## src/rtl/key_expander.sv

```systemverilog
// key_expander: AES-128/192/256 key schedule, one 32-bit word per cycle,
// packed four words at a time into 128-bit round keys for the round-key RAM.
`timescale 1ns/1ps
module key_expander #(
    parameter int KEY_BITS       = 256,
    parameter int ROUND_KEY_BITS = 128,
    parameter int ADDR_W         = 4
) (
    input  logic                      clk,
    input  logic                      reset,
    input  logic                      start,
    input  logic [1:0]                key_len,
    input  logic                      inv_mode,
    input  logic [KEY_BITS-1:0]       key,
    output logic                      busy,
    output logic                      done,
    output logic                      err,
    output logic [ADDR_W-1:0]         rounds,
    output logic                      rk_we,
    output logic [ADDR_W-1:0]         rk_addr,
    output logic [ROUND_KEY_BITS-1:0] rk_data
);

    typedef enum logic [1:0] {
        S_IDLE,
        S_EXPAND,
        S_DONE
    } state_t;

    // Byte x of the S-box sits at bits [8*(255-x) +: 8].
    localparam logic [2047:0] SBOX = {
        128'h637c777bf26b6fc53001672bfed7ab76,
        128'hca82c97dfa5947f0add4a2af9ca472c0,
        128'hb7fd9326363ff7cc34a5e5f171d83115,
        128'h04c723c31896059a071280e2eb27b275,
        128'h09832c1a1b6e5aa0523bd6b329e32f84,
        128'h53d100ed20fcb15b6acbbe394a4c58cf,
        128'hd0efaafb434d338545f9027f503c9fa8,
        128'h51a3408f929d38f5bcb6da2110fff3d2,
        128'hcd0c13ec5f974417c4a77e3d645d1973,
        128'h60814fdc222a908846eeb814de5e0bdb,
        128'he0323a0a4906245cc2d3ac629195e479,
        128'he7c8376d8dd54ea96c56f4ea657aae08,
        128'hba78252e1ca6b4c6e8dd741f4bbd8b8a,
        128'h703eb5664803f60e613557b986c11d9e,
        128'he1f8981169d98e949b1e87e9ce5528df,
        128'h8ca1890dbfe6426841992d0fb054bb16
    };

    function automatic logic [7:0] sbox(input logic [7:0] x);
        return SBOX[{~x, 3'b000} +: 8];
    endfunction

    function automatic logic [31:0] sub_word(input logic [31:0] w);
        return {sbox(w[31:24]), sbox(w[23:16]),
                sbox(w[15:8]), sbox(w[7:0])};
    endfunction

    function automatic logic [7:0] rcon(input logic [3:0] n);
        case (n)
            4'd1:    rcon = 8'h01;
            4'd2:    rcon = 8'h02;
            4'd3:    rcon = 8'h04;
            4'd4:    rcon = 8'h08;
            4'd5:    rcon = 8'h10;
            4'd6:    rcon = 8'h20;
            4'd7:    rcon = 8'h40;
            4'd8:    rcon = 8'h80;
            4'd9:    rcon = 8'h1b;
            4'd10:   rcon = 8'h36;
            default: rcon = 8'h00;
        endcase
    endfunction

    function automatic logic [7:0] xt(input logic [7:0] b);
        return {b[6:0], 1'b0} ^ (b[7] ? 8'h1b : 8'h00);
    endfunction

    // InvMixColumns on one column; byte 0 of the word is row 0.
    function automatic logic [31:0] imc_col(input logic [31:0] c);
        logic [7:0] a, x2, x4, x8;
        logic [7:0] m9 [4];
        logic [7:0] mb [4];
        logic [7:0] md [4];
        logic [7:0] me [4];
        for (int k = 0; k < 4; k++) begin
            a     = c[8*k +: 8];
            x2    = xt(a);
            x4    = xt(x2);
            x8    = xt(x4);
            m9[k] = x8 ^ a;
            mb[k] = x8 ^ x2 ^ a;
            md[k] = x8 ^ x4 ^ a;
            me[k] = x8 ^ x4 ^ x2;
        end
        imc_col[7:0]   = me[0] ^ mb[1] ^ md[2] ^ m9[3];
        imc_col[15:8]  = m9[0] ^ me[1] ^ mb[2] ^ md[3];
        imc_col[23:16] = md[0] ^ m9[1] ^ me[2] ^ mb[3];
        imc_col[31:24] = mb[0] ^ md[1] ^ m9[2] ^ me[3];
    endfunction

    function automatic logic [ROUND_KEY_BITS-1:0] imc_rk(
        input logic [ROUND_KEY_BITS-1:0] rk
    );
        for (int k = 0; k < ROUND_KEY_BITS / 32; k++)
            imc_rk[32*k +: 32] = imc_col(rk[32*k +: 32]);
    endfunction

    state_t              state;
    logic [KEY_BITS-1:0] key_q;
    logic                inv_q;
    logic [2:0]          nk_m1;
    logic [5:0]          i_cnt;
    logic [2:0]          mod_cnt;
    logic [3:0]          rcon_idx;
    logic [31:0]         win [8];

    logic [31:0]               w_prev, w_old, sub_in, sub_out;
    logic [31:0]               key_w, w_new;
    logic [3:0]                rk_r;
    logic                      inner;
    logic [5:0]                end_i;
    logic [ROUND_KEY_BITS-1:0] pack, rk_next;
    logic [ADDR_W-1:0]         addr_next;

    // Next schedule word from the latched key or the sliding window
    always_comb begin
        w_prev  = win[0];
        w_old   = win[nk_m1];
        sub_in  = (mod_cnt == 3'd0) ? {w_prev[7:0], w_prev[31:8]}
                                    : w_prev;
        sub_out = sub_word(sub_in);
        key_w   = key_q[{i_cnt[2:0], 5'b00000} +: 32];
        if (i_cnt <= {3'b000, nk_m1})
            w_new = key_w;
        else if (mod_cnt == 3'd0)
            w_new = w_old ^ sub_out ^ {24'h0, rcon(rcon_idx)};
        else if (nk_m1 == 3'd7 && mod_cnt == 3'd4)
            w_new = w_old ^ sub_out;
        else
            w_new = w_old ^ w_prev;
    end

    // Round-key packing, inverse-order address and InvMixColumns
    always_comb begin
        rk_r      = i_cnt[5:2];
        end_i     = {rounds[3:0], 2'b00} + 6'd4;
        pack      = {w_new, win[0], win[1], win[2]};
        inner     = (rk_r != 4'd0) && (rk_r != rounds[3:0]);
        rk_next   = (inv_q && inner) ? imc_rk(pack) : pack;
        addr_next = inv_q ? rounds - ADDR_W'(rk_r) : ADDR_W'(rk_r);
    end

    // Control FSM, schedule window and registered write port
    always_ff @(posedge clk) begin
        if (reset) begin
            state    <= S_IDLE;
            busy     <= 1'b0;
            done     <= 1'b0;
            err      <= 1'b0;
            rounds   <= '0;
            rk_we    <= 1'b0;
            rk_addr  <= '0;
            rk_data  <= '0;
            key_q    <= '0;
            inv_q    <= 1'b0;
            nk_m1    <= 3'd0;
            i_cnt    <= 6'd0;
            mod_cnt  <= 3'd0;
            rcon_idx <= 4'd0;
            for (int k = 0; k < 8; k++)
                win[k] <= 32'h0;
        end else begin
            done  <= 1'b0;
            err   <= 1'b0;
            rk_we <= 1'b0;
            unique case (state)
                S_IDLE: begin
                    if (start) begin
                        if (key_len == 2'd3) begin
                            err <= 1'b1;
                        end else begin
                            state    <= S_EXPAND;
                            busy     <= 1'b1;
                            key_q    <= key;
                            inv_q    <= inv_mode;
                            i_cnt    <= 6'd0;
                            mod_cnt  <= 3'd0;
                            rcon_idx <= 4'd0;
                            unique case (key_len)
                                2'd0: begin
                                    nk_m1  <= 3'd3;
                                    rounds <= ADDR_W'(10);
                                end
                                2'd1: begin
                                    nk_m1  <= 3'd5;
                                    rounds <= ADDR_W'(12);
                                end
                                default: begin
                                    nk_m1  <= 3'd7;
                                    rounds <= ADDR_W'(14);
                                end
                            endcase
                        end
                    end
                end
                S_EXPAND: begin
                    if (i_cnt == end_i) begin
                        state <= S_DONE;
                        busy  <= 1'b0;
                        done  <= 1'b1;
                    end else begin
                        win[0] <= w_new;
                        for (int k = 1; k < 8; k++)
                            win[k] <= win[k-1];
                        i_cnt <= i_cnt + 6'd1;
                        if (mod_cnt == nk_m1) begin
                            mod_cnt  <= 3'd0;
                            rcon_idx <= rcon_idx + 4'd1;
                        end else begin
                            mod_cnt <= mod_cnt + 3'd1;
                        end
                        if (i_cnt[1:0] == 2'b11) begin
                            rk_we   <= 1'b1;
                            rk_addr <= addr_next;
                            rk_data <= rk_next;
                        end
                    end
                end
                S_DONE: begin
                    state <= S_IDLE;
                end
                default: begin
                    state <= S_IDLE;
                end
            endcase
        end
    end

endmodule
```

## config.mk

```make
export PLATFORM = sky130hd
export DESIGN_NAME = key_expander
export DESIGN_NICKNAME = d
export VERILOG_FILES = /design/src/rtl/key_expander.sv
export SDC_FILE = /design/constraint.sdc
export NUM_CORES = 2
export LEC_CHECK = 0
export ABC_AREA = 1
export CORE_ASPECT_RATIO = 1.5
export CORE_UTILIZATION = 65
export DETAILED_ROUTE_END_ITERATION = 8
export GPL_TIMING_DRIVEN = 0
export PLACE_DENSITY = 0.86
export SYNTH_ARGS = -nofsm -noshare
export SYNTH_HDL_FRONTEND = slang
export SYNTH_SLANG_ARGS = --single-unit
export TNS_END_PERCENT = 5
```

## constraint.sdc

```tcl
create_clock -name clk -period 21.2 [get_ports clk]
set_clock_uncertainty 0.15 [all_clocks]
set_input_delay 3.18 -clock clk [delete_from_list [all_inputs] [get_ports clk]]
set_output_delay 3.18 -clock clk [all_outputs]
set_load 0.02 [all_outputs]
```

==> results of run 1 <==
-- through the flow --
step	util (%)	hold WS (ns)	worst slack, ns	cell area, um2	std cells
3_3_place_gp	72.40	0.2720	7.751	59830	9815
2_1_floorplan	-	0.2635	10.90	54440	8303
4_1_cts	75.22	0.2928	14.50	62160	9940
3_5_place_dp	72.54	0.2772	13.92	59950	9819
-- Yosys cell counts (6+ instances only) --
library cell,count,area (um2)
o21bai_1,8,60.06
buf_1,47,176.4
nor3_1,10,50.05
xor2_1,558,4887
edfxtp_1,256,7687
or2_2,13,81.33
o211ai_1,47,352.8
clkbuf_1,323,1212
or3_1,7,43.79
nand2_2,58,362.9
dfxtp_1,422,8448
o21ai_0,600,3003
nand3_1,1662,8318
nor2_1,404,1516
o21ai_2,12,105.1
ha_1,60,750.7
inv_2,24,90.09
clkinv_1,11,41.29
a21oi_2,6,52.55
buf_2,131,655.6
inv_1,642,2410
xnor2_1,287,2514
buf_4,44,330.3
a21oi_1,649,3248
buf_6,10,112.6
nand2_1,1924,7222
nand3b_1,15,112.6
nand4_1,12,75.07
o21ai_1,16,80.08
-- cell families after synthesis --
| kind of cell | Yosys count | synth area share [%] |
|---|---|---|
| other cells | 1 | 0.006888 |
| fa+ha+maj | 61 | 1.416 |
| xor+xnor | 849 | 13.71 |
| buf+inv | 1233 | 9.248 |
| flops | 678 | 29.64 |
| simple gates | 4121 | 32.90 |
| compound gates | 1360 | 13.08 |
-- metal layers --
metal	GRT overflow	global-route usage [%]
met5	3	22.62
met4	336	80.42
met3	14	63.85
met2	509	94.57
met1	4	75.94
==> impl_metrics.tcl, run 1 <==
set metrics [dict create \
    floorplan.initialDensity_pct 65.88 \
    ys_warn_count 0 \
    hold_buffers 0 \
    synthArstFlopShare_pct 0 \
    synth_seq_cells 678 \
    grt_max_degree 77 \
    io_pins 402 \
    cts_buffers 68 \
    fp-row-count 129 \
    clock-root-buffer "clkbuf_16" \
    overflow 866 \
    die_h_um 356.4 \
    synth_fp_nets 8626 \
    die_w_um 238.3 \
    grt_pass1_vias 72010 \
    ctsResizeCount 0 \
    grt_first_pass_wirelength_um 505800 \
    synth_edf_count 256 \
    clockBufferDepth 3 \
    cts_num_sinks 678 \
    track_usage_pct 77.66 \
    dp_hpwl_um 205200 \
    yosysUniqueCellTypes 54 \
    netlist_instances 8303 \
    tool.error "[ERROR GRT-0116] Global routing finished with congestion. Check the congestion regions in the DRC Viewer." \
    cts_max_level 3 \
    synth_area_mm2 0.05444 \
    synthFlopType "dfxtp_1" \
    port_buffers 399 \
    gp_congestion 1.483 \
    status "aborted with a tool error" \
    haltStage "global routing (5_1_grt)" \
    seq_area_frac_synth_pct 29.64 \
    postCtsSetupBuffers 0 \
    synth.avg_cell_area_um2 6.557 \
]
==> inputs of run 2 (changes only) <==
--- a/config.mk
+++ b/config.mk
@@ -6,11 +6,10 @@
 export NUM_CORES = 2
 export LEC_CHECK = 0
 export ABC_AREA = 1
-export CORE_ASPECT_RATIO = 1.5
-export CORE_UTILIZATION = 65
+export CORE_UTILIZATION = 40
 export DETAILED_ROUTE_END_ITERATION = 8
 export GPL_TIMING_DRIVEN = 0
-export PLACE_DENSITY = 0.86
+export PLACE_DENSITY_LB_ADDON = 0.15
 export SYNTH_ARGS = -nofsm -noshare
 export SYNTH_HDL_FRONTEND = slang
 export SYNTH_SLANG_ARGS = --single-unit
==> run 2 against run 1 <==
  * The flow now finishes, with violations (max-capacitance violations, max-slew violations)
  * Synthesized cell count unchanged
  * Area after synthesis stayed put
==> impl_metrics.tcl, run 2 <==
set metrics [dict create \
    netlist_instances 8303 \
    slew_viol_final 11 \
    p_leak_uw 0.02719 \
    whs_ns 0.2915 \
    antenna_found_initial 7 \
    fin_area_mm2 0.06350 \
    finalWirelength_um 316200 \
    ys_warn_count 0 \
    layout_min_cycle_time_ns 7.860 \
    synthArstFlopShare_pct 0 \
    seq_area_frac_synth_pct 29.64 \
    grt_pass1_vias 59650 \
    tns_ns 0 \
    cts_buffers 79 \
    fmax_mhz 127.2 \
    layout_common_cells "nand2_1, nand3_1, a21oi_1" \
    hold_violations 0 \
    layout.nets 9110 \
    reg.largest.list "key_q x256, win x256, rk_data x128" \
    dp_hpwl_um 243200 \
    drt-pass1-iter-count 9 \
    worst_setup_path_start_kind "flip-flop" \
    synth_area_mm2 0.05444 \
    gp_congestion 1.071 \
    slew_headroom_pct -2.778 \
    hold_buffers 0 \
    cts_tree "done" \
    cts_max_level 3 \
    clock-root-buffer "clkbuf_16" \
    yosys.area.top_type "dfxtp_1" \
    drv_cap 1 \
    track_usage_pct 44.51 \
    synth_top_cell_area_share_pct 15.52 \
    worstMarginPinSlew_ns 1.542 \
    finalCritPeriodShare_pct 37.07 \
    die_h_um 370.9 \
    arrival_ns 8.28 \
    crit_type "flip-flop to flip-flop" \
    rsz0062_at_grt "false" \
    ctsResizeCount 0 \
    synthFlopType "dfxtp_1" \
    rrSetupSlack_ns 13.34 \
    drive_gt1_share_pct 5.071 \
    cp-end-kind "flip-flop" \
    hp-class "flip-flop to flip-flop" \
    io_pins 402 \
    synth_seq_cells 678 \
    setup_viol 0 \
    final_common_cell "nand2_1" \
    grt_max_degree 72 \
    peakVddDrop_mv 0.06462 \
    yosysUniqueCellTypes 54 \
    path_clk_slew_ns 0.06 \
    synth_edf_count 256 \
    postCtsSetupBuffers 0 \
    status "finished with violations" \
    synth_fp_nets 8626 \
    dpl-instance-area_mm2 0.06077 \
    cp_max_fo 10 \
    vias 64360 \
    clk_latency_ns 0.73 \
    drt_iter0_drc 9992 \
    drtAntennaViolNets 0 \
    synth_commonest_cells "nand2_1, nand3_1, a21oi_1" \
    clockBufferDepth 3 \
    drc_errors 0 \
    port_buffers 399 \
    die_area_mm2 0.1376 \
    fp-row-count 135 \
    yosysMostFrequentCell "nand2_1" \
    p_per_area_mw_per_mm2 128.8 \
    overflow 0 \
    power.total_uw 8176 \
    floorplan.initialDensity_pct 40.24 \
    netlist_top_cells_area "dfxtp_1, nand3_1, edfxtp_1" \
    failed_checks "max-capacitance violations, max-slew violations" \
    core_mm2 0.1353 \
    cts_num_sinks 678 \
    die_w_um 370.9 \
    vias_per_cell 6.049 \
    dp.cells 10490 \
    area_growth_pct 16.64 \
    grt_first_pass_wirelength_um 439500 \
    worstPathRequired_ns 21.62 \
    wl_per_cell_um 29.72 \
    stdcell_count 10640 \
    synth.avg_cell_area_um2 6.557 \
]
## run 2: cell counts after synthesis
Identical to the previous run, type by type.
## run 2: area by class of cell
type                       instances  area [um2]
sequential                       678       16140
clock inverter                    36       421.7
clock buffer                     112        2292
buffer                           555        2487
fill                           14220       71800
multi-input combinational       6392       33280
timing repair buffer             403        4096
antenna                            5       12.51
tap                             1781        2228
inverter                         678        2547
## run 2: routing by layer
layer	part of all wire [%]	vias to the layer above	GRT usage (%)
li1	-	28330	-
met1	37	30130	54.02
met2	42	4798	67.38
met3	12	1089	11.62
met4	9.0	2	33.59
met5	0.0035	-	0
## run 2: path summary, 6_finish.rpt
path / cells after the start / endpoint / from
worst max-delay path: 27 / rk_data[99] / mod_cnt[0]
worst min-delay path: 2 / key_q[136] / key_q[136]
worst max register to register: 27 / rk_data[99] / mod_cnt[0]
worst min register to register: 2 / key_q[136] / key_q[136]
## run 2: per-stage QoR
| stage | utilization (%) | worst slack, ns |
|---|---|---|
| 2_1_floorplan | - | 10.90 |
| 3_3_place_gp | 44.84 | 6.647 |
| 3_5_place_dp | 44.92 | 13.40 |
| 4_1_cts | 46.92 | 13.94 |
| 5_1_grt | 46.93 | 13.49 |
| 6_report | 46.93 | 13.34 |
## run 2: cell families after synthesis
group,share of synthesized area [%]
AND/OR/NAND/NOR,32.90
AO/OA/AOI/OAI,13.08
buffers and inverters,9.248
XOR/XNOR,13.71
flip-flops,29.64
adder cells (fa/ha/maj),1.416
other,0.006888
## run 2: critical path, cell delays in order, from the launching register on
cell and delay, ns:
dfxtp_1 0.40, inv_1 0.09, ha_1 0.23, buf_4 0.20, inv_1 0.07, nor2_1 0.16, buf_2 0.29, nor2_1 0.77
clkinv_1 1.24, clkbuf_1 0.83, nand3_1 0.64, nand2_1 0.09, nand2_1 0.07, nand2_1 0.21, a21boi_2 0.63, nand2_1 0.10
nand2_1 0.47, nand2_1 0.19, nand2_1 0.16, nand2_1 0.08, nand2_1 0.07, nand2_1 0.04, nand2_1 0.08, inv_1 0.04
nand2_1 0.06, nand3_1 0.06, nand2_1 0.17, a21oi_1 0.08
## run 2: power by group
part	internal, uW	switching [uW]
clock	805	634
sequential	1450	51.6
combinational	1520	3720
Note: power is estimated with default switching activity, not from simulation.
